File: config.mk
export PLATFORM = sky130hd
export DESIGN_NAME = timer_share_arb_flat
export DESIGN_NICKNAME = d
export VERILOG_FILES = /design/src/rtl/timer_share_arb_if.sv /design/src/rtl/timer_share_arb.sv /design/src/flat_wrapper.sv
export SDC_FILE = /design/constraint.sdc
export NUM_CORES = 1
export LEC_CHECK = 0
export ABC_AREA = 1
export ABC_CLOCK_PERIOD_IN_PS = 2400
export BUFFER_PORTS_ARGS = -buffer_cell sky130_fd_sc_hd__buf_2
export CORE_AREA = 2 2 72 142
export DETAILED_ROUTE_END_ITERATION = 16
export DIE_AREA = 0 0 74 144
export PLACE_DENSITY = 0.93
export SYNTH_ARGS = -nofsm -noshare
export SYNTH_HDL_FRONTEND = slang
export SYNTH_SLANG_ARGS = --single-unit
File: constraint.sdc
create_clock -name clk -period 2.4 [get_ports clk]
set_input_delay 0.24 -clock clk [delete_from_list [all_inputs] [get_ports clk]]
set_output_delay 0.24 -clock clk [all_outputs]
set_load 0.01 [all_outputs]
File: src/rtl/timer_share_arb_if.sv
// Request/grant bundle between the requesting sub-blocks and the shared interval timer.
interface timer_share_arb_if #(
  parameter int NUM_REQ = 4,
  parameter int CNT_W   = 26,
  parameter int ID_W    = 3
);
  logic [NUM_REQ-1:0]       req;
  logic [NUM_REQ*CNT_W-1:0] len;
  logic [NUM_REQ-1:0]       gnt;
  logic [NUM_REQ-1:0]       done;
  logic                     busy;
  logic [ID_W-1:0]          cur_id;
  logic [CNT_W-1:0]         count;

  modport master (
    output req, len,
    input  gnt, done, busy, cur_id, count
  );

  modport slave (
    input  req, len,
    output gnt, done, busy, cur_id, count
  );
endinterface

File: src/rtl/timer_share_arb.sv
// Round-robin arbiter sharing one countdown-style interval counter among NUM_REQ requesters.
module timer_share_arb #(
  parameter int NUM_REQ = 4,
  parameter int CNT_W   = 26,
  parameter int ID_W    = 3
) (
  input logic             clk,
  input logic             rst,
  timer_share_arb_if.slave bus
);

  typedef enum logic [1:0] {IDLE, RUN, FIN} state_t;

  state_t              state;
  logic [NUM_REQ-1:0]  gnt_q;
  logic [NUM_REQ-1:0]  done_q;
  logic                busy_q;
  logic [ID_W-1:0]     cur_id_q;
  logic [CNT_W-1:0]    count_q;
  logic [CNT_W-1:0]    len_q;
  logic [ID_W-1:0]     rr_ptr;

  logic                found;
  logic [ID_W-1:0]     win_id;
  logic [NUM_REQ-1:0]  win_oh;
  logic [CNT_W-1:0]    win_len;
  logic [ID_W-1:0]     nxt_ptr;
  logic                req_held;

  // Two passes: first indices >= rr_ptr, then wrap to the lowest index.
  always_comb begin
    found   = 1'b0;
    win_id  = '0;
    win_oh  = '0;
    win_len = '0;
    for (int unsigned pass = 0; pass < 2; pass++) begin
      for (int unsigned i = 0; i < NUM_REQ; i++) begin
        if (!found && bus.req[i] && (pass == 1 || ID_W'(i) >= rr_ptr)) begin
          found   = 1'b1;
          win_id  = ID_W'(i);
          win_oh  = NUM_REQ'(1) << i;
          win_len = bus.len[i*CNT_W +: CNT_W];
        end
      end
    end
  end

  assign nxt_ptr  = (cur_id_q == ID_W'(NUM_REQ-1)) ? '0 : cur_id_q + 1'b1;
  assign req_held = |(bus.req & gnt_q);

  always_ff @(posedge clk) begin
    if (!rst) begin
      state    <= IDLE;
      gnt_q    <= '0;
      done_q   <= '0;
      busy_q   <= 1'b0;
      cur_id_q <= '0;
      count_q  <= '0;
      len_q    <= '0;
      rr_ptr   <= '0;
    end else begin
      case (state)
        IDLE: begin
          if (found) begin
            len_q    <= win_len;
            count_q  <= '0;
            gnt_q    <= win_oh;
            cur_id_q <= win_id;
            busy_q   <= 1'b1;
            state    <= RUN;
          end
        end
        RUN: begin
          if (!req_held) begin
            gnt_q  <= '0;
            busy_q <= 1'b0;
            rr_ptr <= nxt_ptr;
            state  <= IDLE;
          end else if (count_q == len_q) begin
            done_q <= gnt_q;
            state  <= FIN;
          end else begin
            count_q <= count_q + 1'b1;
          end
        end
        FIN: begin
          done_q <= '0;
          gnt_q  <= '0;
          busy_q <= 1'b0;
          rr_ptr <= nxt_ptr;
          state  <= IDLE;
        end
        default: state <= IDLE;
      endcase
    end
  end

  assign bus.gnt    = gnt_q;
  assign bus.done   = done_q;
  assign bus.busy   = busy_q;
  assign bus.cur_id = cur_id_q;
  assign bus.count  = count_q;

endmodule

File: src/flat_wrapper.sv
// flat-port wrapper written by rule: the top's interface ports become plain ports
module timer_share_arb_flat 
#(
  parameter int NUM_REQ = 4,
  parameter int CNT_W   = 26,
  parameter int ID_W    = 3
)
  (clk, rst, bus_req, bus_len, bus_gnt, bus_done, bus_busy, bus_cur_id, bus_count);
  timer_share_arb_if #(.NUM_REQ(NUM_REQ), .CNT_W(CNT_W), .ID_W(ID_W)) bus_i ();
  input logic clk;
  input logic rst;
  input wire logic [$bits(bus_i.req)-1:0] bus_req;
  input wire logic [$bits(bus_i.len)-1:0] bus_len;
  output wire logic [$bits(bus_i.gnt)-1:0] bus_gnt;
  output wire logic [$bits(bus_i.done)-1:0] bus_done;
  output wire logic [$bits(bus_i.busy)-1:0] bus_busy;
  output wire logic [$bits(bus_i.cur_id)-1:0] bus_cur_id;
  output wire logic [$bits(bus_i.count)-1:0] bus_count;
  assign bus_i.req = bus_req;
  assign bus_i.len = bus_len;
  assign bus_gnt = bus_i.gnt;
  assign bus_done = bus_i.done;
  assign bus_busy = bus_i.busy;
  assign bus_cur_id = bus_i.cur_id;
  assign bus_count = bus_i.count;
  timer_share_arb #(.NUM_REQ(NUM_REQ), .CNT_W(CNT_W), .ID_W(ID_W)) u_core (.clk(clk), .rst(rst), .bus(bus_i));
endmodule
==> summary.txt <==
vias per inst: 5.65
Synth area leader: dfxtp_1
Final Routed Wirelength: 17600 µm
fin crit period: 2.13 ns
post-synthesis cell area: 5400 µm²
Area Overhead vs Synth: 21.4%
WL per Instance: 14.8 µm
sw frac: 36.9%
Hold Path Stages: 3
Skew-Pair Late Insertion Delay: 0.35 ns
CP Launch Type: register
CP bufs+invs: 1
Cells after Synth: 906
CTS clk-pin slew, worst paths: 0.06 ns
number of max-cap violations: 0
Critical Path Stages: 7
root buffer cell: clkbuf_16
initial DRC count: 779
CP Class: register to register
#FFs+latches synth: 67
final setup TNS: 0 ns
H-tree depth: 3
first-pass GRT wire length: 28400 µm
Tcrit/Tclk final: 88.7%
Critical Path RT: 2.65 ns
crit-path cells: ha_1 -> clkinv_1 -> nor2_1 -> nand2_1 -> nand2_2 -> nand3_1 -> a21oi_1
Worst Setup End Kind: register
Max IR drop VDD: 0.423 mV
global routing usage on met3: 6.27%
vias in the first global route: 6123
die area: 10700 µm²
IO Count: 148
synthesized net count: 1022
largest net degree at the start of global routing: 42
core region area: 9640 µm²
Final #Nets: 1162
hold slack final: 0.205 ns
sequential share of power: 33.0%
Cell Int Power: 2.55 mW
postcts setup bufs: 0
ys flop type: dfxtp_1
post_cts resized: 0
Synth area leaders: dfxtp_1, nand2_1, nand3_1, a21oi_1, nor2_1
Slew HR: 38.1%
Gate power share: 33.4%
status: finished, final reports clean
FF+latch area: 1340 µm²
Hold Crit Class: input pin to register
antenna violations before repair: 0
1st-pass router iterations: 6
Worst Path Max Fanout: 26
Crit path max-delay family: simple AND/OR/NAND/NOR gates
I/O Buffers: 146
die height: 144 µm
CTS tree: yes
clock buffer depth: 2
HPWL after detailed placement: 12800 µm
layout cell share with drive strength beyond 1: 23.3%
Mapped Avg Cell Area: 5.96 µm²
fill cell count: 844
Slew Viols, Final: 0
GRT Max-Usage Layer: met2
Remaining DRCs: 0
global placer's final weighted congestion: 0.977
CTS Buf Count: 9
final setup violation count: 0
PwrDens: 616 nW/µm²
Starting Density: 56.1%
slowest stage cell on the critical path: dfxtp_1
Syn. warnings: 0
peak per-stage delay on the critical path: 0.42 ns
cts hold-fix bufs: 0
Layout Skew: 0.00760 ns
EDFF count, synth: 0
# rows: 51
Tot GR Track Use: 33.8%
Worst Reg-to-Reg Cells: 7
Async SR Flop Fraction: 0%
area of the multi-input gates: 3480 µm²
antenna viol nets, final: 0
Die Wd: 74 µm
routed via count: 6679
Clk network pwr share: 33.7%
Arr. time, crit path: 2.38 ns
post-synth top area share: 24.8%
ANT cells: 0
GR Overflow Total: 0
met1 usage: 36.8%
FMAX: 470 MHz
RSZ-0062 raised after global routing: no
clock sink count: 67
endpoints failing hold: 0
register area share after synthesis: 24.8%
Slew @ Worst Pin: 0.923 ns
post-synth cell types: 38
Switch Pwr: 1.49 mW
M2 GR Usage: 58.2%
Leak: 3.05 nW
-- cells in the mapped netlist (3+ instances only) --
cell type,count
buf_6,7
clkbuf_2,3
buf_1,5
buf_2,15
inv_2,7
a21oi_2,10
nor2_2,6
nand4_1,19
nand2_1,256
clkbuf_1,10
nand2_2,17
a21oi_1,84
o21ai_1,4
o22ai_1,3
inv_1,68
ha_1,6
xor2_1,7
dfxtp_1,67
nand3_1,131
o21ai_0,12
nor3_1,10
nor2_1,108
xnor2_1,26
buf_4,6
-- power groups by stage --
stage	logic (mW)	clock network [mW]	registers, mW
3_5_place_dp	1.31	0	1.35
4_1_cts	1.32	1.35	1.33
6_report	1.35	1.36	1.33
3_3_place_gp	1.28	0	1.35
5_1_grt	1.49	1.39	1.34
2_1_floorplan	0.995	0	1.34
-- area by class of cell --
| cell class | instances | area share [%] |
|---|---|---|
| clock inverter | 6 | 0.992 |
| tap | 132 | 2.52 |
| inverter | 78 | 4.48 |
| clock buffer | 10 | 3.64 |
| timing repair buffer | 176 | 14.8 |
| sequential | 67 | 20.5 |
| multi-input combinational | 714 | 53.1 |
-- through the flow --
step	util, %	instances	setup slack (ns)	area (µm²)	total power [mW]
5_1_grt	68.1	1183	0.164	6560	4.23
3_3_place_gp	64.9	1167	0.468	6250	2.63
6_report	68.1	1183	0.270	6560	4.04
3_5_place_dp	64.9	1167	0.379	6250	2.66
4_1_cts	68.1	1183	0.342	6560	4.00
2_1_floorplan	-	906	0.682	5400	2.33
-- state kept, by name (all words and copies together), names as in the netlist --
register / cells
u_core.state: 2
u_core.bus.cur_id: 2
u_core.bus.busy: 1
u_core.bus.done: 4
u_core.bus.gnt: 4
u_core.len_q: 26
u_core.bus.count: 26
u_core.rr_ptr: 2
-- tightest hold or removal path: cells and delay by family --
| kind | cells | cell delay, ns |
|---|---|---|
| AOI/OAI and AO/OA | 2 | 0.18 |
| buffers and inverters | 1 | 0.09 |
-- final timing paths --
path                                    startpoint                  end  slack [ns]
worst max-delay path               u_core.state[0]  u_core.bus.count[9]        0.27
worst max register to register     u_core.state[0]  u_core.bus.count[9]        0.27
worst min-delay path                   bus_len[63]     u_core.len_q[11]        0.20
worst min register to register  u_core.bus.done[3]   u_core.bus.done[3]        0.46
-- per-layer routing --
metal / share of wire, % / vias to the layer above
li1: - / 3210
met2: 52 / 467
met5: 0 / -
met3: 8.5 / 112
met4: 6.3 / 0
met1: 34 / 2890
-- cell usage in the layout (no fill, tap or decap), types with 2 or more instances in the layout --
cell type / synthesis / final
nand2_1: 256 / 256
buf_2: 15 / 146
nand3_1: 131 / 131
nor2_1: 108 / 107
a21oi_1: 84 / 84
inv_1: 68 / 68
dfxtp_1: 67 / 67
buf_4: 6 / 29
xnor2_1: 26 / 26
nand4_1: 19 / 19
nand2_2: 17 / 17
o21ai_0: 12 / 12
nor3_1: 10 / 10
a21oi_2: 10 / 10
clkbuf_16: 0 / 9
inv_2: 7 / 7
nor2_2: 6 / 7
xor2_1: 7 / 7
ha_1: 6 / 6
o21ai_1: 4 / 4
clkinvlp_4: 0 / 4
o22ai_1: 3 / 3
nand4_4: 2 / 2
clkinv_1: 2 / 2
o21bai_1: 2 / 2
nand3_2: 2 / 2
nand2_4: 2 / 2
clkinv_2: 1 / 2
-- kinds of logic (layout without fill, tap and decap cells) --
logic type,count (synthesis),in the layout,synth area share (%)
AO/OA/AOI/OAI,115,115,11.5
XOR/XNOR,33,33,5.35
adder cells (fa/ha/maj),6,6,1.39
buffers and inverters,125,270,10.7
flip-flops,67,67,24.8
other,1,1,0.0694
AND/OR/NAND/NOR,559,559,46.1
Power figures use the tool's default switching activity.
